<file path="src/rtl/disp_pkg.sv">
// -----------------------------------------------------------------------------
// disp_pkg
// Shared definitions for the display timing / pixel unpacker block:
//   - disp_state_t  : run/idle state encoding of the timing engine
//   - disp_timing_t : one complete set of horizontal/vertical timing fields
//   - TIMING_*      : standard VESA/CEA timing sets (active/fp/sync/bp, polarity)
// -----------------------------------------------------------------------------
package disp_pkg;

    typedef enum logic {
        ST_IDLE = 1'b0,
        ST_RUN  = 1'b1
    } disp_state_t;

    typedef struct packed {
        logic [15:0] h_active;
        logic [15:0] h_fp;
        logic [15:0] h_sync;
        logic [15:0] h_bp;
        logic [15:0] v_active;
        logic [15:0] v_fp;
        logic [15:0] v_sync;
        logic [15:0] v_bp;
        logic        hs_pol;
        logic        vs_pol;
    } disp_timing_t;

    // 640x480 @ 60 Hz, negative syncs
    localparam disp_timing_t TIMING_VGA  = '{16'd640,  16'd16,  16'd96,  16'd48,
                                             16'd480,  16'd10,  16'd2,   16'd33,  1'b0, 1'b0};
    // 800x600 @ 60 Hz, positive syncs
    localparam disp_timing_t TIMING_SVGA = '{16'd800,  16'd40,  16'd128, 16'd88,
                                             16'd600,  16'd1,   16'd4,   16'd23,  1'b1, 1'b1};
    // 1024x768 @ 60 Hz, negative syncs
    localparam disp_timing_t TIMING_XGA  = '{16'd1024, 16'd24,  16'd136, 16'd160,
                                             16'd768,  16'd3,   16'd6,   16'd29,  1'b0, 1'b0};
    // 1280x1024 @ 60 Hz, positive syncs
    localparam disp_timing_t TIMING_SXGA = '{16'd1280, 16'd48,  16'd112, 16'd248,
                                             16'd1024, 16'd1,   16'd3,   16'd38,  1'b1, 1'b1};
    // 1280x720 @ 60 Hz, positive syncs
    localparam disp_timing_t TIMING_HD   = '{16'd1280, 16'd110, 16'd40,  16'd220,
                                             16'd720,  16'd5,   16'd5,   16'd20,  1'b1, 1'b1};

endpackage

</file>
<file path="src/rtl/disp_axis_counter.sv">
// -----------------------------------------------------------------------------
// disp_axis_counter
// One display axis (horizontal or vertical): a position counter that wraps at
// active+fp+sync+bp-1, plus the active-region and sync-window decodes.
// Ports:
//   clk_disp, reset_disp : clock, synchronous active-high reset
//   clr                  : hold the count at 0 (wins over inc)
//   inc                  : advance the count this cycle
//   len_active/fp/sync/bp: segment lengths for this axis
//   count                : current position
//   wrap                 : inc is high and this is the last position of the axis
//   in_active            : count < len_active
//   in_sync              : count inside [active+fp, active+fp+sync-1]
// -----------------------------------------------------------------------------
module disp_axis_counter #(
    parameter int CNT_W = 16
) (
    input  logic             clk_disp,
    input  logic             reset_disp,
    input  logic             clr,
    input  logic             inc,
    input  logic [CNT_W-1:0] len_active,
    input  logic [CNT_W-1:0] len_fp,
    input  logic [CNT_W-1:0] len_sync,
    input  logic [CNT_W-1:0] len_bp,
    output logic [CNT_W-1:0] count,
    output logic             wrap,
    output logic             in_active,
    output logic             in_sync
);

    // Two guard bits: the sum of four CNT_W-bit fields cannot overflow.
    localparam int SUM_W = CNT_W + 2;

    logic [SUM_W-1:0] total;
    logic [SUM_W-1:0] sync_start;
    logic [SUM_W-1:0] sync_end;
    logic [SUM_W-1:0] count_ext;

    assign sync_start = SUM_W'(len_active) + SUM_W'(len_fp);
    assign sync_end   = sync_start + SUM_W'(len_sync);
    assign total      = sync_end + SUM_W'(len_bp);
    assign count_ext  = SUM_W'(count);

    // ">=" rather than "==" so an all-zero axis wraps every cycle instead of
    // running through the whole counter range.
    assign wrap      = inc && ((count_ext + SUM_W'(1)) >= total);
    assign in_active = (count < len_active);
    // An empty sync field gives sync_start == sync_end: the window never opens.
    assign in_sync   = (count_ext >= sync_start) && (count_ext < sync_end);

    // NOTE: sequential state is written with non-blocking assignments only, so
    // every flop samples pre-edge values regardless of block ordering.
    always_ff @(posedge clk_disp) begin
        if (reset_disp || clr) begin
            count <= '0;
        end else if (inc) begin
            count <= wrap ? '0 : count + CNT_W'(1);
        end
    end

endmodule

</file>
<file path="src/rtl/disp_timing_unpacker.sv">
// -----------------------------------------------------------------------------
// disp_timing_unpacker
// Display timing generator that unpacks PPW = DATA_W/PIX_W pixels per word from
// a first-word-fall-through FIFO (DATA_W must be a multiple of PIX_W).
// Timing fields are shadowed while idle and at each frame origin, so changes
// take effect at a frame boundary. Colour, syncs, display_enable and
// frame_start leave through a 2-stage register pipeline.
// Ports:
//   clk_disp, reset_disp      : clock, synchronous active-high reset
//   enable                    : run timing; low returns to idle next cycle
//   h_*/v_*, hs_pol/vs_pol    : timing fields and sync active levels
//   fifo_dout/fifo_empty      : FWFT FIFO head word and empty flag
//   fifo_rd_en                : pop, high while the last lane of a word is used
//   red/green/blue_out        : pixel colour (pixel bits [23:16]/[15:8]/[7:0])
//   hsync, vsync              : sync outputs
//   display_enable            : active video
//   frame_start               : one-cycle pulse with the first pixel of a frame
//   underflow, underflow_clr  : sticky starvation flag and its clear
// -----------------------------------------------------------------------------
module disp_timing_unpacker
    import disp_pkg::*;
#(
    parameter int CNT_W  = 16,
    parameter int DATA_W = 64,
    parameter int PIX_W  = 32
) (
    input  logic              clk_disp,
    input  logic              reset_disp,
    input  logic              enable,
    input  logic [CNT_W-1:0]  h_active,
    input  logic [CNT_W-1:0]  h_fp,
    input  logic [CNT_W-1:0]  h_sync,
    input  logic [CNT_W-1:0]  h_bp,
    input  logic [CNT_W-1:0]  v_active,
    input  logic [CNT_W-1:0]  v_fp,
    input  logic [CNT_W-1:0]  v_sync,
    input  logic [CNT_W-1:0]  v_bp,
    input  logic              hs_pol,
    input  logic              vs_pol,
    input  logic [DATA_W-1:0] fifo_dout,
    input  logic              fifo_empty,
    output logic              fifo_rd_en,
    output logic [7:0]        red_out,
    output logic [7:0]        green_out,
    output logic [7:0]        blue_out,
    output logic              hsync,
    output logic              vsync,
    output logic              display_enable,
    output logic              frame_start,
    output logic              underflow,
    input  logic              underflow_clr
);

    localparam int PPW    = DATA_W / PIX_W;
    localparam int LANE_W = (PPW > 1) ? $clog2(PPW) : 1;
    localparam logic [LANE_W-1:0] LAST_LANE = LANE_W'(PPW - 1);

    disp_state_t      state_q, state_d;
    logic [CNT_W-1:0] sh_h_active, sh_h_fp, sh_h_sync, sh_h_bp;
    logic [CNT_W-1:0] sh_v_active, sh_v_fp, sh_v_sync, sh_v_bp;
    logic             sh_hs_pol, sh_vs_pol;
    logic [CNT_W-1:0] h_count, v_count;
    logic             h_wrap, v_wrap, h_act, v_act, h_sync_win, v_sync_win;
    logic             run, count_en, frame_origin;
    logic [LANE_W-1:0] lane_q, lane_d;
    logic             need_pix, starve, consume, rd_en;
    logic [PIX_W-1:0] lanes [PPW];
    logic [PIX_W-1:0] pix;

    // Stage-1 and stage-2 output pipeline.
    logic [23:0] rgb_s1, rgb_s2;
    logic        de_s1, de_s2, hs_s1, hs_s2, vs_s1, vs_s2, fs_s1, fs_s2;

    assign run          = (state_q == ST_RUN);
    assign count_en     = run && enable;
    assign frame_origin = (h_count == '0) && (v_count == '0);

    always_comb begin
        for (int k = 0; k < PPW; k++) begin
            lanes[k] = fifo_dout[PIX_W*k +: PIX_W];
        end
    end
    assign pix = lanes[lane_q];

    always_ff @(posedge clk_disp) begin
        if (reset_disp) state_q <= ST_IDLE;
        else            state_q <= state_d;
    end

    // NOTE: every signal written here gets a default first, so no path through
    // the block can leave one unassigned and infer a latch.
    always_comb begin
        state_d  = state_q;
        need_pix = 1'b0;
        starve   = 1'b0;
        consume  = 1'b0;
        rd_en    = 1'b0;
        lane_d   = lane_q;
        case (state_q)
            ST_IDLE: if (enable && !fifo_empty) state_d = ST_RUN;
            ST_RUN: begin
                if (!enable) state_d = ST_IDLE;
                need_pix = h_act && v_act;
                starve   = need_pix && fifo_empty;
                consume  = need_pix && !fifo_empty;
                // Pop in the same cycle the FWFT head supplies its last lane.
                rd_en    = consume && (lane_q == LAST_LANE);
                if (consume) lane_d = (lane_q == LAST_LANE) ? '0 : lane_q + LANE_W'(1);
            end
            default: state_d = ST_IDLE;
        endcase
        // Realign to lane 0 for the next frame and whenever counting stops.
        if (!count_en || v_wrap) lane_d = '0;
    end

    // A reset arriving mid-word must not pop a word that was never shown.
    assign fifo_rd_en = rd_en && !reset_disp;

    // While idle the counters sit at 0, so frame_origin also covers idle capture.
    always_ff @(posedge clk_disp) begin
        if (reset_disp) begin
            {sh_h_active, sh_h_fp, sh_h_sync, sh_h_bp} <= '0;
            {sh_v_active, sh_v_fp, sh_v_sync, sh_v_bp} <= '0;
            {sh_hs_pol, sh_vs_pol}                     <= '0;
        end else if (frame_origin) begin
            {sh_h_active, sh_h_fp, sh_h_sync, sh_h_bp} <= {h_active, h_fp, h_sync, h_bp};
            {sh_v_active, sh_v_fp, sh_v_sync, sh_v_bp} <= {v_active, v_fp, v_sync, v_bp};
            {sh_hs_pol, sh_vs_pol}                     <= {hs_pol, vs_pol};
        end
    end

    disp_axis_counter #(.CNT_W(CNT_W)) u_h_axis (
        .clk_disp   (clk_disp),
        .reset_disp (reset_disp),
        .clr        (!count_en),
        .inc        (count_en),
        .len_active (sh_h_active),
        .len_fp     (sh_h_fp),
        .len_sync   (sh_h_sync),
        .len_bp     (sh_h_bp),
        .count      (h_count),
        .wrap       (h_wrap),
        .in_active  (h_act),
        .in_sync    (h_sync_win)
    );

    disp_axis_counter #(.CNT_W(CNT_W)) u_v_axis (
        .clk_disp   (clk_disp),
        .reset_disp (reset_disp),
        .clr        (!count_en),
        .inc        (h_wrap),
        .len_active (sh_v_active),
        .len_fp     (sh_v_fp),
        .len_sync   (sh_v_sync),
        .len_bp     (sh_v_bp),
        .count      (v_count),
        .wrap       (v_wrap),
        .in_active  (v_act),
        .in_sync    (v_sync_win)
    );

    always_ff @(posedge clk_disp) begin
        if (reset_disp) lane_q <= '0;
        else            lane_q <= lane_d;
    end

    // Set wins over clear when both happen in the same cycle.
    always_ff @(posedge clk_disp) begin
        if (reset_disp)         underflow <= 1'b0;
        else if (starve)        underflow <= 1'b1;
        else if (underflow_clr) underflow <= 1'b0;
    end

    always_ff @(posedge clk_disp) begin
        if (reset_disp) begin
            {rgb_s1, de_s1, hs_s1, vs_s1, fs_s1} <= {24'h0, 1'b0, 1'b1, 1'b1, 1'b0};
            {rgb_s2, de_s2, hs_s2, vs_s2, fs_s2} <= {24'h0, 1'b0, 1'b1, 1'b1, 1'b0};
        end else begin
            // Starved pixels and blanking both come out black.
            rgb_s1 <= consume ? pix[23:0] : 24'h0;
            de_s1  <= need_pix;
            hs_s1  <= (run && h_sync_win) ? sh_hs_pol : !sh_hs_pol;
            vs_s1  <= (run && v_sync_win) ? sh_vs_pol : !sh_vs_pol;
            fs_s1  <= run && frame_origin;
            {rgb_s2, de_s2, hs_s2, vs_s2, fs_s2} <= {rgb_s1, de_s1, hs_s1, vs_s1, fs_s1};
        end
    end

    assign {red_out, green_out, blue_out} = rgb_s2;
    assign display_enable = de_s2;
    assign hsync          = hs_s2;
    assign vsync          = vs_s2;
    assign frame_start    = fs_s2;

endmodule

</file>
<file path="config.mk">
export PLATFORM = sky130hd
export DESIGN_NAME = disp_timing_unpacker
export DESIGN_NICKNAME = d
export VERILOG_FILES = /design/src/rtl/disp_pkg.sv /design/src/rtl/disp_axis_counter.sv /design/src/rtl/disp_timing_unpacker.sv
export SDC_FILE = /design/constraint.sdc
export NUM_CORES = 1
export LEC_CHECK = 0
export ABC_AREA = 1
export BUFFER_PORTS_ARGS = -buffer_cell sky130_fd_sc_hd__buf_4
export CORE_UTILIZATION = 25
export CTS_BUF_LIST = sky130_fd_sc_hd__clkbuf_4 sky130_fd_sc_hd__clkbuf_8
export DETAILED_ROUTE_END_ITERATION = 6
export PLACE_DENSITY = 0.39
export SETUP_SLACK_MARGIN = 0.15
export SLEW_MARGIN = 40
export SYNTH_ARGS = -nofsm -noshare
export SYNTH_HDL_FRONTEND = slang
export SYNTH_SLANG_ARGS = --single-unit
export TNS_END_PERCENT = 50
</file>
<file path="constraint.sdc">
create_clock -name clk_disp -period 12.8 [get_ports clk_disp]
set_clock_uncertainty 0.15 [all_clocks]
set_input_delay 0.64 -clock clk_disp [delete_from_list [all_inputs] [get_ports clk_disp]]
set_output_delay 0.64 -clock clk_disp [all_outputs]
set_load 0.01 [all_outputs]
</file>
After elaboration in Yosys (flattened, before gate mapping)
Cells that the tools add are included.
{"block": "word_totals", "latch_bits": 0, "regBits": 221, "romBits": 0, "ramBits": 0, "mem_count": 0, "in_bits": 199, "wordCells": 93, "out_inout_bits": 30}
{"block": "op_classes", "bitwise": 3, "eq_ne": 0, "multipliers": 0, "div_mod_pow": 0, "magnitude_cmp": 9, "reduce_logical": 29, "shift": 0, "addsub": 11, "mux": 16}
{"cell": "adder 18 x 16 -> 18 bit", "count": 4}
{"cell": "two-way mux 24 bit", "count": 3}
{"cell": ">= comparator 16 x 18 -> 1 bit", "count": 2}
{"cell": ">= comparator 18 bit", "count": 2}
{"cell": "< comparator 16 x 18 -> 1 bit", "count": 2}
{"cell": "adder 16 x 1 -> 17 bit (second input constant)", "count": 2}
{"cell": "adder 16 x 16 -> 17 bit", "count": 2}
{"cell": "adder 16 x 1 -> 16 bit (second input constant)", "count": 2}
{"cell": "logical NOT 16 bit", "count": 2}
{"cell": "< comparator 16 bit", "count": 2}
{"cell": "two-way mux 16 bit", "count": 2}
{"cell": "logical AND 1 bit", "count": 15}
{"cell": "two-way mux 1 bit", "count": 10}
{"cell": "OR reduction 2 bit", "count": 3}
{"cell": "logical NOT 1 bit", "count": 5}
{"cell": ">= comparator 2 bit (second input constant)", "count": 1}
{"cell": "logical OR 1 bit", "count": 2}
{"cell": "NOT 1 bit", "count": 2}
{"cell": "NOT 1 -> 2 bit", "count": 1}
{"cell": "one-hot mux 1 bit (2 select lines)", "count": 1}
{"cell": "AND reduction 2 bit", "count": 1}
{"cell": "nonzero test 2 bit", "count": 1}
{"cell": "adder 1 bit (second input constant)", "count": 1}

Depth between registers and ports, before layout
{"block": "depth", "depth_word": 8, "depth_mapped": 40, "depth_no_buf": 40}

By module
From an unflattened synthesis, not the netlist that was laid out.
{"block": "unflattened", "cells_unflattened": 2558, "area_unflattened_um2": 17162.7}
{"module": "disp_timing_unpacker", "cells_each": 1079, "instances": 1, "area_each_um2": 7230.7, "seq_area_each_um2": 3783.6}
{"module": "disp_axis_counter (u_h_axis)", "cells_each": 746, "instances": 1, "area_each_um2": 4983.5, "seq_area_each_um2": 320.3}
{"module": "disp_axis_counter (u_v_axis)", "cells_each": 733, "instances": 1, "area_each_um2": 4948.5, "seq_area_each_um2": 320.3}

Least setup slack after synthesis
Ideal clock, no wire load.
{"block": "synth_path", "kind": "flip-flop to flip-flop", "from": "register sh_v_active[4]", "to": "register lane_q", "setup_time_ps": 64, "t_required_ps": 12586, "path_slack_ps": 7452, "path_stages_with_launch": 36, "path_buffers": 0, "period_less_slack_ps": 5348, "arrival_time_ps": 5135, "path_cell_list": "dfxtp_1 > ha_1 > inv_1 > nor3_1 > nand2_1 > o211ai_1 > a21oi_1 > o21bai_1 > nand2_1 > a21oi_1 > xor2_1 > ha_1 > nand2_1 > inv_1 > nand2_1 > nand2_1 > o21bai_1 > nand3_1 > nand2_1 > xnor2_1 > inv_1 > ha_1 > a21oi_1 > o21ai_0 > a21oi_1 > nand2_1 > or2_2 > nand2_1 > ha_1 > a21oi_1 > a21boi_0 > nand2_1 > a21oi_1 > nand3b_1 > nand2_1 > nor2_1"}
{"block": "synth_between", "elab_chain_cells": 7, "word_cells_on_any_way": 11, "cone_classes": "add/sub: 3; order compare: 2; reduce/logical: 6"}
{"element": "from (decl)", "line_no": "disp_timing_unpacker.sv:60", "text": "logic [CNT_W-1:0] sh_v_active, sh_v_fp, sh_v_sync, sh_v_bp;"}
{"element": "from (signal assigned)", "line_no": "disp_timing_unpacker.sv:127", "text": "{sh_v_active, sh_v_fp, sh_v_sync, sh_v_bp} <= {v_active, v_fp, v_sync, v_bp};"}
{"element": "adder 16 x 16 -> 17 bit", "line_no": "disp_axis_counter.sv:40", "text": "assign sync_start = SUM_W'(len_active) + SUM_W'(len_fp);"}
{"element": "adder 18 x 16 -> 18 bit", "line_no": "disp_axis_counter.sv:41", "text": "assign sync_end = sync_start + SUM_W'(len_sync);"}
{"element": "adder 18 x 16 -> 18 bit", "line_no": "disp_axis_counter.sv:42", "text": "assign total = sync_end + SUM_W'(len_bp);"}
{"element": ">= comparator 18 bit", "line_no": "disp_axis_counter.sv:47", "text": "assign wrap = inc && ((count_ext + SUM_W'(1)) >= total);"}
{"element": "logical AND 1 bit", "line_no": "disp_axis_counter.sv:47"}
{"element": "logical OR 1 bit", "line_no": "disp_timing_unpacker.sv:113", "text": "if (!count_en || v_wrap) lane_d = '0;"}
{"element": "OR reduction 2 bit (no line)"}
{"element": "to (signal assigned)", "line_no": "disp_timing_unpacker.sv:164", "text": "else lane_q <= lane_d;"}
{"element": "to (decl)", "line_no": "disp_timing_unpacker.sv:65", "text": "logic [LANE_W-1:0] lane_q, lane_d;"}
Several ways; a longest one is shown, not always the timed one.
A chain may end at the register's enable or synchronous reset.

Final worst setup path
{"block": "layout_path", "from": "register sh_h_active[0]", "to": "register u_v_axis.count[1]"}
{"block": "layout_between", "elab_chain_cells": 7}
{"element": "from (decl)", "line_no": "disp_timing_unpacker.sv:59", "text": "logic [CNT_W-1:0] sh_h_active, sh_h_fp, sh_h_sync, sh_h_bp;"}
{"element": "from (signal assigned)", "line_no": "disp_timing_unpacker.sv:126", "text": "{sh_h_active, sh_h_fp, sh_h_sync, sh_h_bp} <= {h_active, h_fp, h_sync, h_bp};"}
{"element": "adder 16 x 16 -> 17 bit (*)", "line_no": "disp_axis_counter.sv:40"}
{"element": "adder 18 x 16 -> 18 bit (*)", "line_no": "disp_axis_counter.sv:41"}
{"element": "adder 18 x 16 -> 18 bit (*)", "line_no": "disp_axis_counter.sv:42"}
{"element": ">= comparator 18 bit (*)", "line_no": "disp_axis_counter.sv:47"}
{"element": "logical AND 1 bit (*)", "line_no": "disp_axis_counter.sv:47"}
{"element": "logical AND 1 bit", "line_no": "disp_axis_counter.sv:47"}
{"element": "two-way mux 16 bit", "line_no": "disp_axis_counter.sv:58", "text": "count <= wrap ? '0 : count + CNT_W'(1);"}
{"element": "to (signal assigned)", "line_no": "disp_axis_counter.sv:58"}
{"element": "to (decl)", "line_no": "disp_axis_counter.sv:26", "text": "output logic [CNT_W-1:0] count,"}
Mark *: on every way between the ends. The rest lies on a longest branch, timed or not.

==> metrics <==
Final setup viols=0; Sum Neg Setup Slack=0 ns; Relative slew margins=0.4730; number of antenna violations at the first check in global routing=3; grt total ovfl=0; synthesized cell area=roughly 16000 um2; share of post-route cells with drive strength above 1=0.1363; Worst path most repeated cell=nand2_1; R2R Path Start=sh_h_active[0]; drt pass-1 iters=4; Lkg Pwr=between 0.009 and 0.01 uW; fin. max-slew vios=0; commonest non-fill, non-tap cell in the layout=nand2_1; initial DRC count=between 600 and 700; Post-Route WL=~52000 um; pin count of the biggest net entering global routing=94; unrepaired setup endpoints after global routing=false; Post-Layout Inst Area=between 15000 and 20000 um2; crit path max fanout=17; Port Buffers=approximately 210; Critical-path top delay cell=fa_1; outcome=finished clean; drt drc=0; Tot Pwr=around 2400 uW; clock transition at the registers of the reported paths=about 0.060 ns; Final period util=0.5444; Power Density=126.4 nW/um2; vias post-DR=about 15000; clk_lat worst skew=roughly 0.66 ns; fin crit period=~7 ns; register area share after synthesis=0.2835; starting density of the core=0.2529; vias in the first global route=14610; Clock Tree Root=clkbuf_8; # clock sinks=approximately 220; required time worst endpoint=around 13 ns; most frequent cells in the layout=411 x nand2_1, 338 x nor2_1, 297 x inv_1, 229 x ha_1, 220 x dfxtp_1; I/O Pins=around 230; CTS tree=built; H-tree level count=2; die width=251.8 um; hold_buf cts=16; Syn Area/Cell=around 7 um2; CP top delay family=simple AND/OR/NAND/NOR gates; Final HPWL DP=40500 um; kind of critical path=reg2reg; number of routed nets with antenna violations=0; crit end category=flip-flop; FFs w/ async S/R, synth=0; area of placed instances=18060 um2; hold slack=0.05486 ns; HP Start=h_bp[13]; cell count after synthesis=2214; fillcell total=~6700; post-CTS sizing=0; number of cell rows=91; Area Overhead vs Synth=23.74%; Syn. warnings=0; DIE AREA=~63000 um2; syn_nets=2648; ys flop type=dfxtp_1; max cap viols=0; Worst Path Buf+Inv=4; Hold Path Class=in2reg; first-pass GRT wire length=slightly above 80000 um; crit path DAT=roughly 7.3 ns; Peak VDD IR=67.85 uV; Seq cells post-synth=about 220; worst-margin pin slew=0.7904 ns; gr usage total=0.1647; Critical Path Start Type=flip-flop; Routability Congestion=0.8162; Achievable Freq=about 0.14 GHz; drt wl/cell=about 16 um; Post-synth EDFFs=0; die height=between 200 and 300 um; post-CTS setup buffers=0; CTS Buffer Depth=3; post-synth cell types=48; cts bufs inserted=46; Final Hold Violating Endpoints=0; fin nets=2873; slowest stage delay, CP=0.43 ns; CP startpoint=sh_h_active[0]; placeable core region=about 62000 um2; via/cell ratio=approximately 4.4
[layer usage]
metal,part of all wire,track usage
met1,0.50,0.2288
met2,0.43,0.2564
met3,0.049,0.03239
met4,0.023,0.04745
met5,0.00060,0
[cell families after synthesis]
family,share of synthesized area
simple gates,0.2266
compound gates,0.1535
buf+inv,0.08892
fa+ha+maj,0.1913
flops,0.2835
xor+xnor,0.05613
[report_power, final]
group | total [uW] | switching [uW] | internal [uW]
sequential | 736 | 19.2 | 717
clock | 892 | 360 | 533
combinational | 812 | 496 | 316
[flip-flops by register name (all words and copies together) (netlist names), 16 cells and up]
signal	cells
u_h_axis.count	16
sh_h_sync	16
sh_v_active	16
sh_v_sync	16
sh_h_fp	16
sh_v_fp	16
rgb_s1	24
rgb_s2	24
sh_v_bp	16
sh_h_bp	16
sh_h_active	16
u_v_axis.count	16
[cell usage after synthesis (3+ instances only)]
cell type | count | area (um2)
nor2_2 | 3 | 18.77
a31oi_1 | 6 | 37.54
o21a_1 | 5 | 37.54
fa_1 | 6 | 120.1
a31o_2 | 5 | 43.79
inv_1 | 299 | 1122
dfxtp_1 | 221 | 4424
and3_1 | 5 | 31.28
o211ai_1 | 11 | 82.58
o21ai_1 | 12 | 60.06
inv_2 | 7 | 26.28
nand3b_1 | 3 | 22.52
nor3b_1 | 4 | 30.03
a21o_1 | 7 | 52.55
o21ai_0 | 135 | 675.7
nor2_1 | 338 | 1269
o31ai_1 | 4 | 30.03
nand4_1 | 18 | 112.6
a21boi_0 | 3 | 22.52
buf_2 | 8 | 40.04
nor3_1 | 23 | 115.1
o21bai_1 | 10 | 75.07
xnor2_1 | 26 | 227.7
or2_2 | 6 | 37.54
nor4_1 | 6 | 37.54
ha_1 | 229 | 2865
a21oi_1 | 162 | 810.8
nand3_1 | 52 | 260.3
nand2_2 | 4 | 25.02
a211oi_1 | 46 | 345.3
xor2_1 | 74 | 648.1
nand2_1 | 412 | 1546
clkbuf_1 | 44 | 165.2
[path summary, 6_finish.rpt]
| path | endpoint | slack [ns] | cells after the start |
|---|---|---|---|
| worst max register to register | u_v_axis.count[1] | 5.83 | 35 |
| worst max-delay path | u_v_axis.count[1] | 5.83 | 35 |
| worst min register to register | rgb_s2[18] | 0.25 | 2 |
| worst min-delay path | sh_h_bp[13] | 0.05 | 3 |
[area by class of cell]
type | instances | area (um2) | share of cell area
antenna | 1 | 2.502 | 0.0001296
clock buffer | 71 | 902.1 | 0.04672
clock inverter | 11 | 183.9 | 0.009525
inverter | 306 | 1155 | 0.05981
multi-input combinational | 1631 | 9797 | 0.5074
sequential | 221 | 4425 | 0.2292
tap | 837 | 1047 | 0.05423
timing repair buffer | 233 | 1797 | 0.09305
[metrics by stage]
step	std cells	setup slack [ns]	util
global placement	3212	5.778	0.2925
CTS	3310	5.743	0.3128
global route	3311	5.173	0.3129
floorplan	2214	7.452	-
detailed placement	3212	5.786	0.2926
finish	3311	5.832	0.3129
[tightest hold or removal path: stages]
cell    delay (ns)
buf_4         0.08
nor2_1        0.03
nor2_1        0.08
Note: power is estimated with default switching activity, not from simulation.
